[src/rtl/acc_pkg.sv]
// acc_pkg: shared types, constants and helpers for the accelerator offload
// blocks (offload controller, credit counter and future channel logic).
package acc_pkg;

  localparam int unsigned NumRs        = 3;
  localparam int unsigned InstrWidth   = 32;
  localparam int unsigned AccDataWidth = 32;

  typedef enum logic [1:0] {
    IDLE    = 2'd0,
    WAIT_RS = 2'd1,
    ISSUE   = 2'd2
  } offl_ctrl_state_e;

  typedef struct packed {
    logic [InstrWidth-1:0]                instr;
    logic [NumRs-1:0][AccDataWidth-1:0]   rs;
  } offl_req_t;

  // True when every operand named in use_rs is flagged available.
  function automatic logic operands_ready(input logic [NumRs-1:0] valid,
                                          input logic [NumRs-1:0] use_rs);
    return (valid & use_rs) == use_rs;
  endfunction

endpackage

[src/rtl/acc_credit_counter.sv]
// acc_credit_counter: up/down credit counter saturating at MaxCount.
//   clk_i, rst_i  : clock, synchronous active-high reset
//   inc_i, dec_i  : take / return one credit (both at once cancel out)
//   count_o       : current count
//   full_o        : count has reached MaxCount
//   underflow_o   : sticky; set by a return while the count is zero
module acc_credit_counter #(
  parameter  int unsigned MaxCount = 4,
  localparam int unsigned CntW     = $clog2(MaxCount + 1)
) (
  input  logic            clk_i,
  input  logic            rst_i,
  input  logic            inc_i,
  input  logic            dec_i,
  output logic [CntW-1:0] count_o,
  output logic            full_o,
  output logic            underflow_o
);

  logic [CntW-1:0] r_count;
  logic            r_underflow;

  always_ff @(posedge clk_i) begin
    if (rst_i) begin
      r_count     <= '0;
      r_underflow <= 1'b0;
    end else if (inc_i && !dec_i) begin
      if (r_count != CntW'(MaxCount)) r_count <= r_count + CntW'(1);
    end else if (dec_i && !inc_i) begin
      // An unmatched return leaves the count at zero and flags the error.
      if (r_count == '0) r_underflow <= 1'b1;
      else               r_count     <= r_count - CntW'(1);
    end
  end

  assign count_o     = r_count;
  assign full_o      = (r_count >= CntW'(MaxCount));
  assign underflow_o = r_underflow;

endmodule

[src/rtl/acc_offload_ctrl.sv]
// acc_offload_ctrl: sequencer between the core offload port and the
// accelerator request/response channels.
//   clk_i, rst_i                 : clock, synchronous active-high reset
//   instr_valid_i/instr_rdata_i  : offload candidate from the core
//   instr_ready_o/instr_accept_o : consumed this cycle / 1=offloaded 0=rejected
//   pd_*                         : predecoder query (combinational)
//   rs_i, rs_valid_i             : operands rs1..rs3 (rs1 in LSBs) + availability
//   acc_req_*                    : request channel, valid/ready
//   acc_rsp_*                    : writeback response channel
//   wb_ready_i, wb_*_o           : writeback to core (pure pass-through)
//   outstanding_o                : writeback credits in use
//   err_o                        : sticky response-underflow error
// Optional feature macro: ACC_OFFL_CTRL_FASTPATH_EN (IDLE -> ISSUE directly
// when all needed operands are already valid).
module acc_offload_ctrl
  import acc_pkg::*;
#(
  parameter  int unsigned DataWidth      = 32,
  parameter  int unsigned MaxOutstanding = 4,
  localparam int unsigned CntW           = $clog2(MaxOutstanding + 1)
) (
  input  logic                       clk_i,
  input  logic                       rst_i,
  input  logic                       instr_valid_i,
  input  logic [InstrWidth-1:0]      instr_rdata_i,
  output logic                       instr_ready_o,
  output logic                       instr_accept_o,
  output logic [InstrWidth-1:0]      pd_instr_o,
  input  logic                       pd_accept_i,
  input  logic [1:0]                 pd_writeback_i,
  input  logic [NumRs-1:0]           pd_use_rs_i,
  input  logic [NumRs*DataWidth-1:0] rs_i,
  input  logic [NumRs-1:0]           rs_valid_i,
  output logic                       acc_req_valid_o,
  input  logic                       acc_req_ready_i,
  output logic [InstrWidth-1:0]      acc_req_instr_o,
  output logic [NumRs*DataWidth-1:0] acc_req_rs_o,
  input  logic                       acc_rsp_valid_i,
  output logic                       acc_rsp_ready_o,
  input  logic [DataWidth-1:0]       acc_rsp_data_i,
  input  logic [4:0]                 acc_rsp_rd_i,
  input  logic                       wb_ready_i,
  output logic                       wb_valid_o,
  output logic [DataWidth-1:0]       wb_data_o,
  output logic [4:0]                 wb_rd_o,
  output logic [CntW-1:0]            outstanding_o,
  output logic                       err_o
);

  offl_ctrl_state_e          r_state, w_state_nxt;
  logic [InstrWidth-1:0]     r_instr;
  logic [NumRs-1:0]          r_use_rs;
  logic [1:0]                r_wb;
  logic [NumRs*DataWidth-1:0] r_rs;

  logic             w_instr_ready, w_instr_accept, w_req_valid;
  logic             w_latch_instr, w_latch_rs, w_inc, w_full, w_rsp_hs;
  logic [NumRs-1:0] w_rs_use;

  // Unused operand slots are forced to zero so the accelerator sees clean data.
  function automatic logic [NumRs*DataWidth-1:0] mask_rs(
      input logic [NumRs*DataWidth-1:0] rs, input logic [NumRs-1:0] use_rs);
    logic [NumRs*DataWidth-1:0] m;
    m = '0;
    for (int unsigned i = 0; i < NumRs; i++)
      if (use_rs[i]) m[i*DataWidth +: DataWidth] = rs[i*DataWidth +: DataWidth];
    return m;
  endfunction

  always_comb begin
    w_state_nxt    = r_state;
    w_instr_ready  = 1'b0;
    w_instr_accept = 1'b0;
    w_req_valid    = 1'b0;
    w_latch_instr  = 1'b0;
    w_latch_rs     = 1'b0;
    w_rs_use       = r_use_rs;
    w_inc          = 1'b0;
    unique case (r_state)
      IDLE: begin
        if (instr_valid_i) begin
          if (!pd_accept_i) begin
            w_instr_ready = 1'b1;
          end else if (pd_writeback_i == 2'b00 || !w_full) begin
            // Credit check uses the registered count; a same-cycle response
            // only frees the credit on the following cycle.
            w_latch_instr = 1'b1;
            w_state_nxt   = WAIT_RS;
`ifdef ACC_OFFL_CTRL_FASTPATH_EN
            if (operands_ready(rs_valid_i, pd_use_rs_i)) begin
              w_latch_rs  = 1'b1;
              w_rs_use    = pd_use_rs_i;
              w_state_nxt = ISSUE;
            end
`endif
          end
        end
      end
      WAIT_RS: begin
        if (operands_ready(rs_valid_i, r_use_rs)) begin
          w_latch_rs  = 1'b1;
          w_state_nxt = ISSUE;
        end
      end
      ISSUE: begin
        w_req_valid = 1'b1;
        if (acc_req_ready_i) begin
          w_instr_ready  = 1'b1;
          w_instr_accept = 1'b1;
          w_inc          = (r_wb != 2'b00);
          w_state_nxt    = IDLE;
        end
      end
      default: w_state_nxt = IDLE;
    endcase
  end

  always_ff @(posedge clk_i) begin
    if (rst_i) begin
      r_state  <= IDLE;
      r_instr  <= '0;
      r_use_rs <= '0;
      r_wb     <= '0;
      r_rs     <= '0;
    end else begin
      r_state <= w_state_nxt;
      if (w_latch_instr) begin
        r_instr  <= instr_rdata_i;
        r_use_rs <= pd_use_rs_i;
        r_wb     <= pd_writeback_i;
      end
      if (w_latch_rs) r_rs <= mask_rs(rs_i, w_rs_use);
    end
  end

  assign w_rsp_hs = acc_rsp_valid_i & wb_ready_i;

  acc_credit_counter #(
    .MaxCount (MaxOutstanding)
  ) u_credit (
    .clk_i       (clk_i),
    .rst_i       (rst_i),
    .inc_i       (w_inc),
    .dec_i       (w_rsp_hs),
    .count_o     (outstanding_o),
    .full_o      (w_full),
    .underflow_o (err_o)
  );

  // Handshake outputs are held low while reset is asserted.
  assign instr_ready_o   = w_instr_ready  & ~rst_i;
  assign instr_accept_o  = w_instr_accept & ~rst_i;
  assign acc_req_valid_o = w_req_valid    & ~rst_i;
  assign acc_req_instr_o = r_instr;
  assign acc_req_rs_o    = r_rs;
  assign pd_instr_o      = instr_rdata_i;

  assign acc_rsp_ready_o = wb_ready_i;
  assign wb_valid_o      = acc_rsp_valid_i;
  assign wb_data_o       = acc_rsp_data_i;
  assign wb_rd_o         = acc_rsp_rd_i;

endmodule

[config.mk]
export PLATFORM = sky130hd
export DESIGN_NAME = acc_offload_ctrl
export DESIGN_NICKNAME = d
export VERILOG_FILES = /design/src/rtl/acc_pkg.sv /design/src/rtl/acc_credit_counter.sv /design/src/rtl/acc_offload_ctrl.sv
export SDC_FILE = /design/constraint.sdc
export NUM_CORES = 1
export LEC_CHECK = 0
export BUFFER_PORTS_ARGS = -buffer_cell sky130_fd_sc_hd__buf_2
export CAP_MARGIN = 40
export CORE_AREA = 4 4 146 148
export CTS_CLUSTER_DIAMETER = 40
export DETAILED_ROUTE_END_ITERATION = 8
export DIE_AREA = 0 0 150 152
export PLACE_DENSITY = 0.61
export REMOVE_ABC_BUFFERS = 1
export SYNTH_ARGS = -nofsm -noshare
export SYNTH_HDL_FRONTEND = slang
export SYNTH_SLANG_ARGS = --single-unit
[constraint.sdc]
create_clock -name clk_i -period 2.61 [get_ports clk_i]
set_clock_uncertainty 0.2 [all_clocks]
set_input_delay 0.522 -clock clk_i [delete_from_list [all_inputs] [get_ports clk_i]]
set_output_delay 0.522 -clock clk_i [all_outputs]
set_load 0.1 [all_outputs]
## Word level (Yosys, flattened, before mapping)

Cells that the tools add are included.

| cells by class | value |
|---|---|
| bitwise operators | 7 |
| equality and inequality tests | 11 |
| mux-type cells | 27 |
| reductions and logical operators | 14 |
| $lt $le $gt $ge | 1 |
| add/subtract/negate cells | 2 |

Operators with widths:

| cell | number |
|---|---|
| 32-bit 2-to-1 mux | 3 |
| 1-bit 2-to-1 mux | 13 |
| 3-bit 2-to-1 mux | 4 |
| 2-bit inequality test, second input constant | 6 |
| 2-bit 2-to-1 mux | 5 |
| 2-bit one-hot mux with 3 select lines | 1 |
| 3-bit AND reduction | 2 |
| 5-bit AND reduction | 1 |
| 1-bit AND | 4 |
| 2-bit zero test | 2 |
| 2-bit nonzero test | 2 |
| 3-bit by 1-bit adder with 3-bit output, second input constant | 1 |
| 3-bit AND | 1 |
| 3-bit == test | 1 |
| 3-bit greater-or-equal comparator, second input constant | 1 |
| 1-bit zero test | 3 |
| 3-bit zero test | 1 |
| 3-bit inequality test, second input constant | 1 |
| 3-bit by 1-bit subtractor with 3-bit output, second input constant | 1 |
| 2-bit by 1-bit == test with 1-bit output, second input constant | 1 |
| 2-bit == test, second input constant | 1 |
| 1-bit logical AND | 2 |
| 2-bit by 1-bit inequality test with 1-bit output, second input constant | 1 |
| 1-bit inverter | 2 |
| 2 further kinds | 2 |

| word-level totals | value |
|---|---|
| output and inout port bits | 206 |
| input bits | 180 |
| logic and storage cells | 69 |
| flip-flop bits (word level) | 139 |

## Logic depth before layout (Yosys ltp)

| logic depth | value |
|---|---|
| depth in word-level cells | 7 |
| gate-level depth with buffers | 8 |

## Cells and area by module

A second synthesis with hierarchy kept.

| second synthesis, totals | value |
|---|---|
| cell total of the unflattened synthesis | 711 |
| area total of the unflattened synthesis | 7053.0 um^2 |

By module, submodules not included:

| module | area each (um^2) | instances | cells an instance |
|---|---|---|---|
| acc_offload_ctrl | 6792.8 | 1 | 682 |
| acc_credit_counter | 260.2 | 1 | 29 |

## Least setup slack after synthesis

Ideal clock, no wire load.

| timing | value |
|---|---|
| path kind | input port to output port |
| start point | input port rst_i |
| end point | output port acc_req_valid_o |
| stages | 3 |
| required time | 1.888 ns |
| setup slack | -1.220 ns |
| buffers on the path | 2 |
| data arrival time | 3.108 ns |
| cells stage by stage | clkbuf_1 clkbuf_1 nor3b_1 |

| between the ends | value |
|---|---|
| longest elaborated chain between the ends | 2 |

Ends and longest elaborated chain:

| element | line | text |
|---|---|---|
| from (decl) | acc_offload_ctrl.sv:23 | `input logic rst_i,` |
| 1-bit inverter | acc_offload_ctrl.sv:153 | `assign acc_req_valid_o = w_req_valid & ~rst_i;` |
| 1-bit AND | acc_offload_ctrl.sv:153 |  |
| to (decl) | acc_offload_ctrl.sv:34 | `output logic acc_req_valid_o,` |

Every way passes these cells.

## Worst setup path in the final report

| timing | value |
|---|---|
| start point | register r_state[1] |
| end point | output port instr_accept_o |

| between the ends | value |
|---|---|
| longest elaborated chain between the ends | 3 |

Ends and longest elaborated chain:

| element | line | text |
|---|---|---|
| from (decl) | acc_offload_ctrl.sv:50 | `offl_ctrl_state_e r_state, w_state_nxt;` |
| from (signal assigned) | acc_offload_ctrl.sv:126 | `r_state <= w_state_nxt;` |
| 2-bit == test | acc_offload_ctrl.sv:79 | `unique case (r_state)` |
| 1-bit 2-to-1 mux | acc_offload_ctrl.sv:79 |  |
| 1-bit AND | acc_offload_ctrl.sv:152 | `assign instr_accept_o = w_instr_accept & ~rst_i;` |
| to (decl) | acc_offload_ctrl.sv:27 | `output logic instr_accept_o,` |

Every way passes these cells.

==> summary.txt <==
Run status
  • Status: finished, final reports clean

GRT
  • Gr busiest metal: met2
  • Overall routing resource usage: 16.59%
  • Remaining global-route overflow: 0
  • Met1 Use GR: 20.54%
  • Global-route wire length before repair: 29,600 um
  • Vias in the first global route: 5,124
  • Initial antenna violation count: 0
  • Met2 Usage GRT: 23.43%
  • Largest net degree at the start of global routing: 70
  • Met3 usage: 10.31%

Power
  • Leak: 3.319 nW
  • Worst vdd rail ir drop: 0.3842 mV
  • PwrDens: 725.8 mW/mm^2

STA
  • Setup_tns: 0 ps
  • Fmax: 414.5 MHz
  • RSZ-0062 raised after global routing: false
  • Max-Slew Margin vs Limit: 45.25%
  • Min Tclk post-route: 2412 ps
  • Tcrit/Tclk final: 92.43%
  • Number of max-slew violations in the final report: 0
  • Count of final setup violators: 0
  • Final Hold Violating Endpoints: 0
  • Slew @ Worst Pin: 821.3 ps

Floorplan
  • Initial Utilization: 29.04%
  • Die H: 152 um
  • Die W: 150 um
  • Site row count: 52
  • Core area: 0.02004 mm^2
  • Die Footprint: 0.02280 mm^2
  • Total I/O pin count: 386

Setup path
  • Worst-path maximum fanout: 9
  • Reg2Reg Setup Slack: 380 ps
  • Data arrival, critical path: 1690 ps
  • Crit Path Class: register to output port
  • CP Data Required Time: 1890 ps
  • Worst Setup End Kind: output port
  • Startpoint Class: register

Routing
  • Wire length per cell: 16.39 um
  • First drt pass iteration count: 4
  • Final WL: 19,990 um
  • Antenna Violating Nets Remaining: 0
  • DRC: 0
  • Vias per inst: 4.540
  • Via count: 5,539
  • DRT iter0 DRCs: 254

Final layout
  • Diodes inserted: 0
  • P&R area growth vs syn: 31.89%
  • Share of post-route cells with drive strength above 1: 39.68%
  • Fillers: 2,168
  • Final Non-Filler Cells: 1,220
  • Most frequent cells in the layout: buf_2 (308), nand2_1 (171), dfxtp_1 (139)
  • Nets: 1,118
  • Leading cell type in the layout, fill and taps excluded: buf_2

Clock network
  • Cts repair resizes: 0
  • # Post-CTS Setup Buffers: 0
  • Clk root buf: clkbuf_16
  • Clock slew at reported path FFs: 60 ps
  • H-tree depth: 4
  • Clock Path Buffers: 2
  • CTS tree: yes
  • Clock sink count: 139
  • CTS buffer count: 17
  • Later-pin clock latency in the skew report: 410 ps
  • Post-CTS Hold Buffers: 0

Placed design
  • Final HPWL DP: 14,610 um
  • Buffers on Ports: 311
  • Placer Congestion: 0.8428
  • DP Cell Count: 1,188

Yosys
  • Yosys warnings: 0
  • Yosys reg bits: 139
  • Post-synth ARST share: 0%
  • Seq/Total Area, Yosys: 47.82%
  • Synthesized cell area: 0.005819 mm^2
  • Mapped Cells: 723
  • Synth unique cells: 36
  • EDFF count, synth: 0
  • Main synth FF type: dfxtp_1
  • Synthesized area per cell: 8.049 um^2

Min path
  • Worst min path class: primary input to register

Run
  • Max Cap Viol: 0
[cells by family (layout without fill, tap and decap cells)]
| logic type | after synthesis | count (layout) | share of synthesized area (%) |
|---|---|---|---|
| compound gates | 152 | 152 | 14.34 |
| fa+ha+maj | 1 | 1 | 0.3440 |
| buf+inv | 132 | 359 | 14.13 |
| simple gates | 297 | 297 | 23.07 |
| xor+xnor | 2 | 2 | 0.3011 |
| flops | 139 | 139 | 47.82 |
[where the power goes]
group / switching (mW) / total, mW / internal (mW)
clock network: 0.981 / 2.49 / 1.51
logic: 0.710 / 0.892 / 0.182
registers: 0.0225 / 2.18 / 2.16
total: 1.71 / 5.57 / 3.86
[critical path, cell delays in order (launching register included)]
cell and delay, ps:
dfxtp_1 470, nand3b_1 130, buf_4 160, nor2_1 80, buf_2 440
[sequential cells by signal, indices dropped and copies added (netlist names)]
signal,count
u_credit.underflow_o,1
r_use_rs,3
acc_req_rs_o,96
r_wb,2
r_state,2
acc_req_instr_o,32
u_credit.count_o,3
[metrics by stage]
stage	hold WS (ps)	total power, mW	utilization (%)	instance area (um^2)	setup slack (ps)
final	149.8	5.570	38.30	7675	197.5
after global routing	145.7	5.778	38.30	7675	98.03
after CTS	125.9	5.642	38.30	7675	181.5
after detailed placement	240.7	3.128	35.31	7077	164.7
after global placement	234.5	3.125	35.31	7077	227.5
after floorplan	251.6	2.621	-	5005	-1042
[Yosys cell counts (all sizes together), types with 2 or more instances]
master	instances	area (um^2)
nand2	171	641.9
dfxtp	139	2783
a21oi	138	728.2
buf	100	701.9
nand3	98	540.5
clkbuf	30	112.6
nor2	10	37.54
o21ai	4	20.02
nand2b	3	18.77
nor3	3	15.01
and4	2	17.52
inv	2	7.510
nand3b	2	15.01
nand4	2	12.51
o221ai	2	17.52
xnor2	2	17.52
[final timing paths]
| path | endpoint | cells past startpoint | startpoint |
|---|---|---|---|
| worst max-delay path | instr_accept_o | 4 | r_state[1] |
| worst min-delay path | acc_req_rs_o[28] | 2 | rst_i |
| worst max register to register | u_credit.count_o[2] | 7 | r_state[1] |
| worst min register to register | acc_req_rs_o[57] | 2 | acc_req_rs_o[57] |
[cell type report]
| class | instances | area, um^2 | area share, % |
|---|---|---|---|
| sequential | 139 | 2783 | 36.26 |
| clock inverter | 13 | 165.2 | 2.152 |
| clock buffer | 19 | 432.9 | 5.641 |
| multi-input combinational | 452 | 2217 | 28.89 |
| inverter | 2 | 7.507 | 0.09782 |
| timing repair buffer | 325 | 1732 | 22.56 |
| tap | 270 | 337.8 | 4.402 |
[layer usage]
| metal | routed length, um | share of wire, % |
|---|---|---|
| met1 | 8244 | 41 |
| met2 | 8572 | 43 |
| met3 | 2762 | 14 |
| met4 | 282 | 1.4 |
| met5 | 127 | 0.64 |
(Power assumes the default switching activity.)
